<file path="config.mk">
export PLATFORM = sky130hd
export DESIGN_NAME = uop_seq_decoder
export DESIGN_NICKNAME = d
export VERILOG_FILES = /design/src/rtl/uop_dec_pkg.sv /design/src/rtl/uop_sat_counter.sv /design/src/rtl/uop_seq_decoder.sv
export SDC_FILE = /design/constraint.sdc
export NUM_CORES = 1
export LEC_CHECK = 0
export ABC_AREA = 1
export CAP_MARGIN = 10
export CORE_MARGIN = 3
export CORE_UTILIZATION = 55
export CTS_BUF_LIST = sky130_fd_sc_hd__clkbuf_8
export DETAILED_ROUTE_END_ITERATION = 16
export PLACE_DENSITY = 0.8
export RECOVER_POWER = 100
export SYNTH_ARGS = -nofsm -noshare
export SYNTH_HDL_FRONTEND = slang
export SYNTH_HIERARCHICAL = 1
export SYNTH_SLANG_ARGS = --single-unit
</file>
<file path="constraint.sdc">
create_clock -name clk -period 3 [get_ports clk]
set_clock_uncertainty 0.05 [all_clocks]
set_input_delay 0.75 -clock clk [delete_from_list [all_inputs] [get_ports clk]]
set_output_delay 0.75 -clock clk [all_outputs]
set_load 0.01 [all_outputs]
</file>
<file path="src/rtl/uop_dec_pkg.sv">
`default_nettype none
// ============================================================================
//  Module      : uop_dec_pkg
//  Description : Shared types, opcode decode table and lookup function for
//                the micro-op sequence decoder.
//                Each table entry carries a legal flag, a micro-op count
//                (1..8) and a 64-bit control base. The top module narrows the
//                control base to its CTRL_W and clamps the count to SEQ_MAX.
//                Opcodes beyond the table depth decode as illegal.
//  Revision    : 1.0  initial release
// ============================================================================
package uop_dec_pkg;

    localparam int c_TBL_DEPTH  = 32;
    localparam int c_TBL_IDX_W  = 5;
    localparam int c_TBL_CTRL_W = 64;

    typedef struct packed {
        logic                    legal;
        logic [3:0]              n_uop;
        logic [c_TBL_CTRL_W-1:0] ctrl_base;
    } uop_entry_t;

    typedef enum logic [0:0] {
        ST_IDLE  = 1'b0,
        ST_ISSUE = 1'b1
    } uop_state_t;

    // {legal, n_uop, ctrl_base}; illegal rows keep n_uop=1 so a stray read
    // can never request a zero-length sequence.
    localparam uop_entry_t DECODE_TABLE [c_TBL_DEPTH] = '{
        {1'b1, 4'd1, 64'h00_0000_0100},  // 0
        {1'b1, 4'd3, 64'h00_0000_0010},  // 1
        {1'b1, 4'd4, 64'h40_0000_0020},  // 2
        {1'b1, 4'd2, 64'h7F_FFFF_FFF0},  // 3
        {1'b1, 4'd1, 64'h12_3456_789A},  // 4
        {1'b0, 4'd1, 64'h00_0000_0000},  // 5
        {1'b1, 4'd2, 64'h00_0000_0C00},  // 6
        {1'b1, 4'd3, 64'h00_0000_00FF},  // 7
        {1'b1, 4'd4, 64'h55_5555_5555},  // 8
        {1'b1, 4'd1, 64'h2A_AAAA_AAAA},  // 9
        {1'b1, 4'd2, 64'h00_0000_0003},  // 10
        {1'b0, 4'd1, 64'h00_0000_0000},  // 11
        {1'b1, 4'd3, 64'h0F_0F0F_0F0F},  // 12
        {1'b1, 4'd4, 64'h70_0000_0007},  // 13
        {1'b1, 4'd1, 64'h00_0000_0000},  // 14
        {1'b1, 4'd2, 64'h10_0000_0001},  // 15
        {1'b1, 4'd1, 64'h00_00AB_CDEF},  // 16
        {1'b0, 4'd1, 64'h00_0000_0000},  // 17
        {1'b1, 4'd4, 64'h33_3333_3333},  // 18
        {1'b1, 4'd3, 64'h44_4444_4444},  // 19
        {1'b1, 4'd2, 64'h66_6666_6666},  // 20
        {1'b1, 4'd1, 64'h77_7777_7777},  // 21
        {1'b1, 4'd4, 64'h00_0000_0008},  // 22
        {1'b0, 4'd1, 64'h00_0000_0000},  // 23
        {1'b1, 4'd3, 64'h01_2345_6789},  // 24
        {1'b1, 4'd2, 64'h11_2233_4455},  // 25
        {1'b1, 4'd1, 64'h66_7700_1122},  // 26
        {1'b1, 4'd4, 64'h00_DEAD_BEEF},  // 27
        {1'b1, 4'd2, 64'h0B_ADC0_FFEE},  // 28
        {1'b0, 4'd1, 64'h00_0000_0000},  // 29
        {1'b1, 4'd3, 64'h7F_0000_0000},  // 30
        {1'b0, 4'd1, 64'h00_0000_0000}   // 31
    };

    function automatic uop_entry_t decode_op(input logic [31:0] op);
        uop_entry_t e;
        if (op < 32'(c_TBL_DEPTH)) begin
            e = DECODE_TABLE[op[c_TBL_IDX_W-1:0]];
        end else begin
            e = '0;
        end
        return e;
    endfunction

endpackage
`default_nettype wire

</file>
<file path="src/rtl/uop_sat_counter.sv">
`default_nettype none
// ============================================================================
//  Module      : uop_sat_counter
//  Description : Saturating up-counter with synchronous clear.
//                Clear wins over increment; the count sticks at all-ones.
//  Ports       : clk, rst  - clock, synchronous active-high reset
//                clr       - force count to zero
//                inc       - add one unless saturated
//                cnt       - current count
//  Revision    : 1.0  initial release
// ============================================================================
module uop_sat_counter #(
    parameter int WIDTH = 8
) (
    input  logic             clk,
    input  logic             rst,
    input  logic             clr,
    input  logic             inc,
    output logic [WIDTH-1:0] cnt
);

    logic [WIDTH-1:0] r_cnt_q;
    logic [WIDTH-1:0] w_cnt_d;

    always_comb begin
        w_cnt_d = r_cnt_q;
        if (clr) begin
            w_cnt_d = '0;
        end else if (inc && (r_cnt_q != {WIDTH{1'b1}})) begin
            w_cnt_d = r_cnt_q + WIDTH'(1);
        end
    end

    always_ff @(posedge clk) begin
        if (rst) begin
            r_cnt_q <= '0;
        end else begin
            r_cnt_q <= w_cnt_d;
        end
    end

    assign cnt = r_cnt_q;

endmodule
`default_nettype wire

</file>
<file path="src/rtl/uop_seq_decoder.sv">
`default_nettype none
// ============================================================================
//  Module      : uop_seq_decoder
//  Description : Expands each accepted opcode into a sequence of micro-op
//                beats looked up in DECODE_TABLE. Legal opcodes yield n_uop
//                beats whose control word is ctrl_base XOR beat index;
//                illegal opcodes yield one flagged beat and bump a
//                saturating counter. Outputs are registered; the first beat
//                appears the cycle after accept, and a new opcode may be
//                accepted while the previous last beat transfers.
//  Ports       : clk, rst               - clock, sync active-high reset
//                in_valid/in_ready      - opcode handshake (in_op, in_tag)
//                out_valid/out_ready    - beat handshake
//                out_ctrl, out_uop_idx, out_last, out_illegal, out_tag
//                illegal_cnt, cnt_clr   - illegal-opcode counter and clear
//                busy                   - sequencer in ISSUE state
//  Notes       : OP_W <= 32, CTRL_W <= 64, SEQ_MAX in 1..8.
//  Revision    : 1.0  initial release
// ============================================================================
module uop_seq_decoder
    import uop_dec_pkg::*;
#(
    parameter int OP_W    = 5,
    parameter int CTRL_W  = 39,
    parameter int SEQ_MAX = 4,
    parameter int TAG_W   = 4,
    parameter int CNT_W   = 8,
    localparam int IDX_W  = (SEQ_MAX > 1) ? $clog2(SEQ_MAX) : 1
) (
    input  logic              clk,
    input  logic              rst,
    input  logic              in_valid,
    output logic              in_ready,
    input  logic [OP_W-1:0]   in_op,
    input  logic [TAG_W-1:0]  in_tag,
    output logic              out_valid,
    input  logic              out_ready,
    output logic [CTRL_W-1:0] out_ctrl,
    output logic [IDX_W-1:0]  out_uop_idx,
    output logic              out_last,
    output logic              out_illegal,
    output logic [TAG_W-1:0]  out_tag,
    output logic [CNT_W-1:0]  illegal_cnt,
    input  logic              cnt_clr,
    output logic              busy
);

    uop_state_t        r_state_q,     w_state_d;
    logic              r_out_valid_q, w_out_valid_d;
    logic [CTRL_W-1:0] r_out_ctrl_q,  w_out_ctrl_d;
    logic [IDX_W-1:0]  r_idx_q,       w_idx_d;
    logic              r_last_q,      w_last_d;
    logic              r_illegal_q,   w_illegal_d;
    logic [TAG_W-1:0]  r_tag_q,       w_tag_d;
    logic [CTRL_W-1:0] r_base_q,      w_base_d;
    logic [IDX_W-1:0]  r_last_idx_q,  w_last_idx_d;

    uop_entry_t        w_entry;
    logic [3:0]        w_n_uop;
    logic [IDX_W-1:0]  w_idx_nxt;
    logic              w_accept;
    logic              w_xfer;
    logic              w_illegal_acc;

    // Ready whenever nothing is pending or the pending beat is the last one
    // and leaves this cycle, so sequences chain without a bubble.
    assign in_ready      = !r_out_valid_q || (out_ready && r_last_q);
    assign w_accept      = in_valid && in_ready;
    assign w_xfer        = r_out_valid_q && out_ready;

    assign w_entry       = decode_op(32'(in_op));
    assign w_illegal_acc = w_accept && !w_entry.legal;
    assign w_idx_nxt     = r_idx_q + IDX_W'(1);

    // Guard against table rows that exceed this instance's SEQ_MAX or hold 0.
    always_comb begin
        w_n_uop = w_entry.n_uop;
        if (w_n_uop == 4'd0) begin
            w_n_uop = 4'd1;
        end else if (w_n_uop > 4'(SEQ_MAX)) begin
            w_n_uop = 4'(SEQ_MAX);
        end
    end

    always_comb begin
        w_state_d     = r_state_q;
        w_out_valid_d = r_out_valid_q;
        w_out_ctrl_d  = r_out_ctrl_q;
        w_idx_d       = r_idx_q;
        w_last_d      = r_last_q;
        w_illegal_d   = r_illegal_q;
        w_tag_d       = r_tag_q;
        w_base_d      = r_base_q;
        w_last_idx_d  = r_last_idx_q;

        if (w_accept) begin
            w_state_d     = ST_ISSUE;
            w_out_valid_d = 1'b1;
            w_idx_d       = '0;
            w_tag_d       = in_tag;
            if (w_entry.legal) begin
                // Index 0 XOR leaves the base untouched.
                w_base_d     = CTRL_W'(w_entry.ctrl_base);
                w_out_ctrl_d = CTRL_W'(w_entry.ctrl_base);
                w_last_idx_d = IDX_W'(w_n_uop - 4'd1);
                w_last_d     = (w_n_uop == 4'd1);
                w_illegal_d  = 1'b0;
            end else begin
                w_base_d     = '0;
                w_out_ctrl_d = '0;
                w_last_idx_d = '0;
                w_last_d     = 1'b1;
                w_illegal_d  = 1'b1;
            end
        end else if (w_xfer) begin
            if (r_last_q) begin
                w_state_d     = ST_IDLE;
                w_out_valid_d = 1'b0;
            end else begin
                w_idx_d      = w_idx_nxt;
                w_out_ctrl_d = r_base_q ^ CTRL_W'(w_idx_nxt);
                w_last_d     = (w_idx_nxt == r_last_idx_q);
            end
        end
    end

    always_ff @(posedge clk) begin
        if (rst) begin
            r_state_q     <= ST_IDLE;
            r_out_valid_q <= 1'b0;
            r_out_ctrl_q  <= '0;
            r_idx_q       <= '0;
            r_last_q      <= 1'b0;
            r_illegal_q   <= 1'b0;
            r_tag_q       <= '0;
            r_base_q      <= '0;
            r_last_idx_q  <= '0;
        end else begin
            r_state_q     <= w_state_d;
            r_out_valid_q <= w_out_valid_d;
            r_out_ctrl_q  <= w_out_ctrl_d;
            r_idx_q       <= w_idx_d;
            r_last_q      <= w_last_d;
            r_illegal_q   <= w_illegal_d;
            r_tag_q       <= w_tag_d;
            r_base_q      <= w_base_d;
            r_last_idx_q  <= w_last_idx_d;
        end
    end

    uop_sat_counter #(
        .WIDTH (CNT_W)
    ) u_illegal_cnt (
        .clk (clk),
        .rst (rst),
        .clr (cnt_clr),
        .inc (w_illegal_acc),
        .cnt (illegal_cnt)
    );

    assign out_valid   = r_out_valid_q;
    assign out_ctrl    = r_out_ctrl_q;
    assign out_uop_idx = r_idx_q;
    assign out_last    = r_last_q;
    assign out_illegal = r_illegal_q;
    assign out_tag     = r_tag_q;
    assign busy        = (r_state_q == ST_ISSUE);

endmodule
`default_nettype wire
</file>
==> key figures, run 1 <==
Power and ir drop
  • Leak pwr: 3.290 nW
  • Peak VDD IR: 0.3074 mV
  • Clk pwr share: 28.5%
  • NetSw: 1.030 mW
  • Total Power: 3.039 mW
  • Pwr/cell area: between 400 and 500 nW/um^2
  • Internal: between 2 and 2.5 mW
  • Combinational power share: 25.1%
  • Sequential Power Share: 46.5%
  • Sw Ratio: 33.89%

Floorplan
  • Die ar.: 10500 sq um
  • Core area: 8891 sq um
  • Die Wd: 102.5 um
  • Row count: 34
  • Initial core utilization: 57.56%
  • Die height: 102.5 um
  • # IOs: 72

Cells and area
  • Multi-input gate area: 2469 sq um
  • Final core utilization: 68.97%
  • Register area: around 1900 sq um
  • Fill cells: between 700 and 800
  • Nets: roughly 900
  • N_diodes: 0
  • Area growth from synthesis to final layout: 19.83%
  • Final cell count without fillers: 985
  • Layout cell share with drive strength beyond 1: between 6 and 7%

Clock tree
  • Sink Count: 95
  • Clk pin slew, worst setup/hold paths: 0.10 ns
  • Hold_buf cts: 0
  • TritonCTS clock tree: built
  • CTS H-Tree Depth: 3
  • Post_cts resized: 0
  • Clock latency on the worst-skew pair: 0.37 ns
  • Postcts setup bufs: 0
  • CTS Buf Count: 9
  • Clock buffer depth: 2
  • Clk root buf: clkbuf_8

Logic synthesis
  • Area leader, netlist: dfxtp_1
  • Yosys warning count: 6
  • Post-Syn Nets: 824
  • Synth unique cells: 26
  • Most used DFF post-synth: dfxtp_1
  • Number of synthesized flops with an enable pin: 0
  • Netlist Area Pre-Place: 5117 sq um
  • Asr flop ratio synth: 0%
  • Syn Area/Cell: between 6 and 7 sq um
  • Sequential area share after synthesis: 37.16%
  • #FFs+latches synth: 95
  • Largest cells by area after synthesis: dfxtp_1, nand2_1, inv_1
  • Share of the synthesized area in the top cell type: 37.16%
  • Cells after Synth: 801
  • Most numerous cell in the Yosys netlist: nand2_1
  • Synth cell count leaders: nand2_1, inv_1, dfxtp_1, nand3_1, o21ai_0

Detailed routing
  • DR pass1 iterations: 5
  • DRC: 0
  • Vias post-DR: 5270
  • Drt wl/cell: between 10 and 15 um
  • Initial DRC Count: 343
  • Drt via density: 5.350
  • Routed Antenna Nets: 0
  • DRT Wirelength: 14.64 mm

Critical path
  • Cell at the slowest stage of the critical path: clkdlybuf4s50_1
  • Max incr delay on CP: 0.56 ns
  • Crit path max fanout: 3
  • CP startpoint kind: primary input
  • CP required: 2.20 ns
  • Buf/Inv on CP: 2
  • Worst EP arrival: approximately 2.0 ns
  • Critical path type: in2out
  • Crit path cell chain: clkdlybuf4s50_1 -> nand2_1 -> nand2_1 -> clkdlybuf4s50_1
  • Largest delay share family, worst path: buffers and inverters
  • Kind of end point of the critical path: output port

Global routing
  • Total grt overflow: 0
  • Largest net degree at the start of global routing: 70
  • First-pass GRT wire length: around 24 mm
  • Vias in the first global route: 4883
  • Antenna violations before repair: 0
  • Gr usage total: 28.34%

STA
  • Fin crit share: 93.34%
  • Fin crit period: 2.800 ns
  • Total Neg Setup Slack: 0 ns
  • Actual slew at the worst max-slew pin: around 0.69 ns
  • Max-slew violations: 0
  • RSZ-0062 raised after global routing: false
  • Max Fclk: 357.1 MHz
  • Relative slew slack: a little over half
  • # setup viols final: 0
  • Final hold vios: 0

Place
  • Port bufs: 71
  • Final RePlAce weighted congestion: 0.9632
  • Placed Cells: 969
  • DP HPWL: 10.95 mm

Min path
  • Hold/Removal Path Class: reg2reg

Status
  • Status: completed

Flow run
  • Max-Cap Viols: 0
[metrics by stage]
stage               setup slack [ns]  instance area [sq um]  hold slack, ns
global route                 0.07842                   6132          0.4379
floorplan                     0.4923                   5117          0.3915
detailed placement           0.01465                   5971          0.4099
finish                        0.1999                   6132          0.4221
CTS                           0.2456                   6172          0.4233
global placement             0.06385                   5971          0.4040
[power by group through the flow]
stage / clock, mW / combinational (mW) / sequential (mW)
after detailed placement: 0 / 0.790 / 1.44
final: 0.865 / 0.762 / 1.41
after global placement: 0 / 0.775 / 1.44
after floorplan: 0 / 0.457 / 1.47
after CTS: 0.869 / 0.795 / 1.42
after global routing: 0.919 / 0.854 / 1.42
[flip-flops by register name, summed over array words and instances (netlist names)]
name / cells
out_illegal: 1
out_tag: 4
out_uop_idx: 2
out_ctrl: 38
r_base_q: 38
r_last_idx_q: 2
u_illegal_cnt/cnt: 8
out_valid: 1
out_last: 1
[worst register-to-register path: stages (launching register included)]
cell     delay [ns]
dfxtp_1        0.40
nand2_1        0.07
nand2_1        0.15
nand2_4        0.15
inv_1          0.43
nand2_1        0.21
nor2_1         0.35
nand2_1        0.15
nand3_1        0.11
nand2_1        0.06
inv_1          0.05
[final timing paths]
| kind | start | endpoint | slack [ns] | cells after the start |
|---|---|---|---|---|
| setup / recovery | out_ready | in_ready | 0.20 | 4 |
| hold / removal | r_base_q[0] | r_base_q[0] | 0.42 | 2 |
| setup reg to reg | out_last | out_ctrl[30] | 0.76 | 10 |
| hold reg to reg | r_base_q[0] | r_base_q[0] | 0.42 | 2 |
[kinds of logic after synthesis]
group | synth area share (%)
simple gates | 31.86
buf+inv | 14.18
compound gates | 14.43
flops | 37.16
fa+ha+maj | 2.201
xor+xnor | 0.1712
[per-layer routing]
metal  GRT usage [%]  vias to the layer above  routed length (um)
met3           3.140                       28                 759
li1                -                     2652                   -
met4           8.174                        0                 294
met5               0                        -                   0
met1           36.17                     2400                6397
met2           50.30                      190                7188
[area by class of cell]
type / instances / share of cell area (%)
Clock inverter: 6 / 1.041
Multi-Input combinational cell: 540 / 40.26
Tap cell: 108 / 2.204
Sequential cell: 95 / 31.01
Clock buffer: 10 / 2.244
Inverter: 126 / 7.794
Timing Repair Buffer: 100 / 15.45
[layout by cell type, fill, tap and decap left out, types with 3 or more instances in the layout]
cell             synthesis  routed
o21ai_0                 71      72
dfxtp_1                 95      95
nand3_1                 85      85
inv_1                  116     118
nand2_1                236     238
buf_12                   0       3
o211ai_1                 5       5
clkbuf_1                19       5
o21ai_1                  8       7
ha_1                     9       9
inv_2                    8       6
dlygate4sd3_1            0      57
clkbuf_8                 0      10
buf_4                    6      21
nor2_1                  52      53
clkdlybuf4s50_1          0      14
a21oi_1                 56      57
(Power assumes the default switching activity.)
==> run 2, diff against run 1 <==
==> constraint.sdc (replaced) <==
create_clock -name clk -period 3.5 [get_ports clk]
set_clock_uncertainty 0.05 [all_clocks]
set_input_delay 0.875 -clock clk [delete_from_list [all_inputs] [get_ports clk]]
set_output_delay 0.875 -clock clk [all_outputs]
set_load 0.01 [all_outputs]
==> key figures, run 2 (same netlist as run 1, synthesis figures left out) <==
Cells and area
  • Most frequent cells in the layout: nand2_1, inv_1, dfxtp_1, nand3_1, o21ai_0
  • N_diodes: 0
  • Commonest non-fill, non-tap cell in the layout: nand2_1
  • Nets: 885
  • Layout cell share with drive strength beyond 1: 5.536%
  • Area growth from synthesis to final layout: 17.90%
  • Final cell count without fillers: about 1000

Clock tree
  • Sink Count: 95
  • TritonCTS clock tree: built
  • Clk pin slew, worst setup/hold paths: 0.10 ns
  • Postcts setup bufs: 0
  • Clock latency on the worst-skew pair: 0.36 ns
  • Clock buffer depth: 2
  • Clk root buf: clkbuf_8
  • Post_cts resized: 0
  • CTS H-Tree Depth: 3
  • Hold_buf cts: 0
  • CTS Buf Count: 9

Power and ir drop
  • Leak pwr: 3.237 nW
  • Clk pwr share: 28.4%
  • NetSw: just under 0.9 mW
  • Pwr/cell area: between 400 and 500 nW/um^2
  • Sequential Power Share: 46.9%
  • Combinational power share: 24.7%
  • Internal: 1.708 mW
  • Total Power: between 2 and 3 mW
  • Sw Ratio: about a third
  • Peak VDD IR: 0.2885 mV

Detailed routing
  • DRT Wirelength: 14.60 mm
  • Routed Antenna Nets: 0
  • Initial DRC Count: 374
  • Drt via density: roughly 5.4
  • Drt wl/cell: about 15 um
  • Vias post-DR: 5268
  • DR pass1 iterations: 5
  • DRC: 0

Place
  • Placed Cells: 959
  • Final RePlAce weighted congestion: 1.040
  • Pre-CTS WS: 0.2272 ns
  • Port bufs: 71
  • DP HPWL: 10.92 mm

Global routing
  • Vias in the first global route: 5133
  • Total grt overflow: 0
  • First-pass GRT wire length: 24.08 mm
  • Largest net degree at the start of global routing: 61
  • Antenna violations before repair: 0
  • Gr usage total: 28.83%

Critical path
  • Buf/Inv on CP: 2
  • CP startpoint kind: primary input
  • Worst EP arrival: 2.29 ns
  • Largest delay share family, worst path: buffers and inverters
  • CP required: between 2 and 3 ns
  • Cell at the slowest stage of the critical path: dlygate4sd3_1
  • Max incr delay on CP: 0.63 ns
  • Kind of end point of the critical path: output port
  • Critical path type: in2out
  • Crit path max fanout: 3
  • Crit path cell chain: dlygate4sd3_1 -> nand2_1 -> nand2_1 -> dlygate4sd3_1

STA
  • RSZ-0062 raised after global routing: false
  • Final hold vios: 0
  • Setup slack after layout: 0.2882 ns
  • Actual slew at the worst max-slew pin: roughly 0.90 ns
  • Relative slew slack: 39.53%
  • Fin crit share: roughly nine tenths
  • Total Neg Setup Slack: 0 ns
  • Fin crit period: 3.212 ns
  • # setup viols final: 0
  • Max Fclk: 311.4 MHz
  • Max-slew violations: 0

Status
  • Status: completed

Flow run
  • Max-Cap Viols: 0

Floorplan
  • Die Wd: 102.5 um
  • Die height: 102.5 um
  • Die ar.: 10500 sq um
  • Row count: 34
  • Core area: 8891 sq um
  • # IOs: 72
  • Initial core utilization: around 58%

Min path
  • Hold/Removal Path Class: reg2reg
[run 2: cell count changes in the layout (fill, tap and decap cells not counted), sizes merged]
cell           delta
dlygate4sd3       +3
clkdlybuf4s50     -3
clkbuf            -2
buf               -8
[run 2: path summary, 6_finish.rpt]
| check | startpoint | end | slack, ns | cells past startpoint |
|---|---|---|---|---|
| max reg2reg | out_last | out_ctrl[26] | 1.14 | 10 |
| max | out_ready | in_ready | 0.29 | 4 |
| min reg2reg | r_last_idx_q[0] | r_last_idx_q[0] | 0.43 | 2 |
| min | r_last_idx_q[0] | r_last_idx_q[0] | 0.43 | 2 |
[run 2: area by class of cell]
type / instances / area (sq um)
clock buffers: 10 / 137.6
clock inverters: 6 / 63.81
fillers: 763 / 2858
inverters: 126 / 478.0
multi-input cells: 540 / 2462
flip-flops and latches: 95 / 1902
well taps: 108 / 135.1
repair buffers: 90 / 854.6
[run 2: metal layers]
| metal | routed length, um | part of all wire, % | vias to the layer above | track usage, % |
|---|---|---|---|---|
| met4 | 488 | 3.3 | 0 | 11.91 |
| met2 | 6963 | 48 | 195 | 49.40 |
| met1 | 6348 | 43 | 2408 | 35.09 |
| li1 | - | - | 2623 | - |
| met5 | 0 | 0 | - | 0 |
| met3 | 802 | 5.5 | 42 | 5.939 |
[run 2: metrics by stage]
step / instance area (sq um) / util, % / hold slack [ns]
3_5_place_dp: 5871 / 66.03 / 0.4130
2_1_floorplan: 5117 / - / 0.3915
4_1_cts: 6072 / 68.29 / 0.4288
3_3_place_gp: 5871 / 66.03 / 0.4015
5_1_grt: 6033 / 67.86 / 0.4495
6_report: 6033 / 67.86 / 0.4291
[run 2: power groups by stage]
stage | Clock (mW) | Sequential, mW | Combinational (mW)
2_1_floorplan | 0 | 1.26 | 0.391
4_1_cts | 0.740 | 1.21 | 0.665
6_report | 0.731 | 1.21 | 0.637
3_3_place_gp | 0 | 1.23 | 0.649
3_5_place_dp | 0 | 1.24 | 0.661
5_1_grt | 0.794 | 1.22 | 0.712
[run 2: tightest hold or removal path, cell delays in order (launching register included)]
cell	delay (ns)
dfxtp_1	0.33
nand2_1	0.07
nand2_1	0.04
==> run 3, diff against run 2 <==
--- a/config.mk
+++ b/config.mk
@@ -13,6 +13,7 @@
 export DETAILED_ROUTE_END_ITERATION = 16
 export PLACE_DENSITY = 0.8
 export RECOVER_POWER = 100
+export SLEW_MARGIN = 20
 export SYNTH_ARGS = -nofsm -noshare
 export SYNTH_HDL_FRONTEND = slang
 export SYNTH_HIERARCHICAL = 1
==> constraint.sdc (replaced) <==
create_clock -name clk -period 3.4 [get_ports clk]
set_clock_uncertainty 0.05 [all_clocks]
set_input_delay 0.85 -clock clk [delete_from_list [all_inputs] [get_ports clk]]
set_output_delay 0.85 -clock clk [all_outputs]
set_load 0.01 [all_outputs]
==> key figures, run 3 (same netlist as run 1, synthesis figures left out) <==
Floorplan
  • Initial core utilization: 57.56%
  • Die height: 102.5 um
  • Core area: 8891 sq um
  • Row count: 34
  • Die Wd: about 100 um
  • Die ar.: around 10000 sq um
  • # IOs: just over 70

Power and ir drop
  • Sw Ratio: 33.55%
  • Internal: 1.725 mW
  • Sequential Power Share: between 40% and 50%
  • Leak pwr: ~3.2 nW
  • NetSw: 0.8708 mW
  • Peak VDD IR: 0.2859 mV
  • Pwr/cell area: 431.9 nW/um^2
  • Combinational power share: 25.1%
  • Clk pwr share: 26.9%

Clock tree
  • Sink Count: 95
  • Clk root buf: clkbuf_8
  • TritonCTS clock tree: built
  • CTS H-Tree Depth: 3
  • Clock latency on the worst-skew pair: approximately 0.36 ns
  • Postcts setup bufs: 0
  • CTS Buf Count: 9
  • Hold_buf cts: 0
  • Post_cts resized: 0
  • Clock buffer depth: 2
  • Clk pin slew, worst setup/hold paths: 0.09 ns

STA
  • Max-slew violations: 0
  • Setup slack after layout: about 0.25 ns
  • Fin crit period: about 3.1 ns
  • Actual slew at the worst max-slew pin: 0.8205 ns
  • # setup viols final: 0
  • Relative slew slack: between 40% and 50%
  • Final hold vios: 0
  • RSZ-0062 raised after global routing: false
  • Total Neg Setup Slack: 0 ns
  • Fin crit share: 92.56%
  • Max Fclk: 317.8 MHz

Detailed routing
  • DRC: 0
  • Vias post-DR: 5265
  • Routed Antenna Nets: 0
  • DRT Wirelength: 14.26 mm
  • Drt wl/cell: between 10 and 15 um
  • DR pass1 iterations: 5
  • Initial DRC Count: 374
  • Drt via density: 5.406

Cells and area
  • Layout cell share with drive strength beyond 1: 5.774%
  • N_diodes: 0
  • Most frequent cells in the layout: nand2_1, inv_1, dfxtp_1, nand3_1, o21ai_0
  • Fill cells: 776
  • Nets: 884
  • Area growth from synthesis to final layout: 17.43%
  • Commonest non-fill, non-tap cell in the layout: nand2_1

Critical path
  • Crit path cell chain: dlygate4sd3_1 -> nand2_1 -> nand2_1 -> dlygate4sd3_1
  • CP startpoint kind: primary input
  • CP required: between 2 and 3 ns
  • Max incr delay on CP: between 0.6 and 0.7 ns
  • Crit path max fanout: 3
  • Worst EP arrival: approximately 2.3 ns
  • Critical path type: in2out
  • Kind of end point of the critical path: output port
  • Cell at the slowest stage of the critical path: dlygate4sd3_1

Global routing
  • Vias in the first global route: 5069
  • Gr usage total: roughly 28%
  • Antenna violations before repair: 0
  • Largest net degree at the start of global routing: 62
  • Total grt overflow: 0
  • First-pass GRT wire length: 23.83 mm

Place
  • DP HPWL: about 11 mm
  • Final RePlAce weighted congestion: 0.9577
  • Port bufs: between 70 and 80
  • Pre-CTS WS: 0.1723 ns

Min path
  • Hold/Removal Path Class: reg2reg

Flow run
  • Max-Cap Viols: 0

Status
  • Status: completed
==> run 3: cell count changes in the layout (fill, tap and decap cells not counted), sizes merged <==
cell	delta
buf	-2
clkdlybuf4s50	-1
clkinv	-2
clkinvlp	+3
dlygate4sd3	+1
==> run 3: layout make-up <==
class | instances | area [sq um] | area share (%)
Inverter | 126 | 476.7 | 7.933
Tap cell | 108 | 135.1 | 2.249
Sequential cell | 95 | 1902 | 31.65
Clock buffer | 9 | 123.9 | 2.061
Clock inverter | 7 | 55.05 | 0.9161
Multi-Input combinational cell | 540 | 2472 | 41.14
Timing Repair Buffer | 89 | 844.6 | 14.05
==> run 3: power by group through the flow <==
stage	clock (mW)	combinational, mW	sequential, mW
floorplan	0	0.403	1.30
global placement	0	0.667	1.27
detailed placement	0	0.677	1.27
CTS	0.710	0.681	1.25
global route	0.750	0.737	1.25
finish	0.699	0.652	1.24
==> run 3: path summary, 6_finish.rpt <==
kind,from,to,slack (ns),depth (start not counted)
worst min-delay path,r_base_q[21],r_base_q[21],0.43,2
worst max-delay path,out_ready,in_ready,0.25,4
worst min register to register,r_base_q[21],r_base_q[21],0.43,2
worst max register to register,out_last,out_ctrl[36],1.11,11
==> run 3: worst max-delay path, delay by kind of cell <==
family,cells,cell delay [ns]
buffers and inverters,2,1.19
AND/OR/NAND/NOR,2,0.21
==> run 3: per-layer routing <==
layer	global-route usage [%]	up-vias	routed length, um
li1	-	2626	-
met1	35.35	2397	6103
met2	48.91	203	6950
met3	3.959	39	806
met4	11.81	0	397
met5	0	-	0
==> run 3: per-stage QoR <==
stage | hold WS, ns | utilization (%) | cells | total power, mW | area [sq um]
2_1_floorplan | 0.3915 | - | 801 | 1.699 | 5117
3_3_place_gp | 0.4030 | 65.94 | 958 | 1.935 | 5863
3_5_place_dp | 0.4142 | 65.94 | 958 | 1.950 | 5863
4_1_cts | 0.4300 | 67.96 | 974 | 2.639 | 6042
5_1_grt | 0.4479 | 67.59 | 974 | 2.742 | 6010
6_report | 0.4266 | 67.59 | 974 | 2.595 | 6010
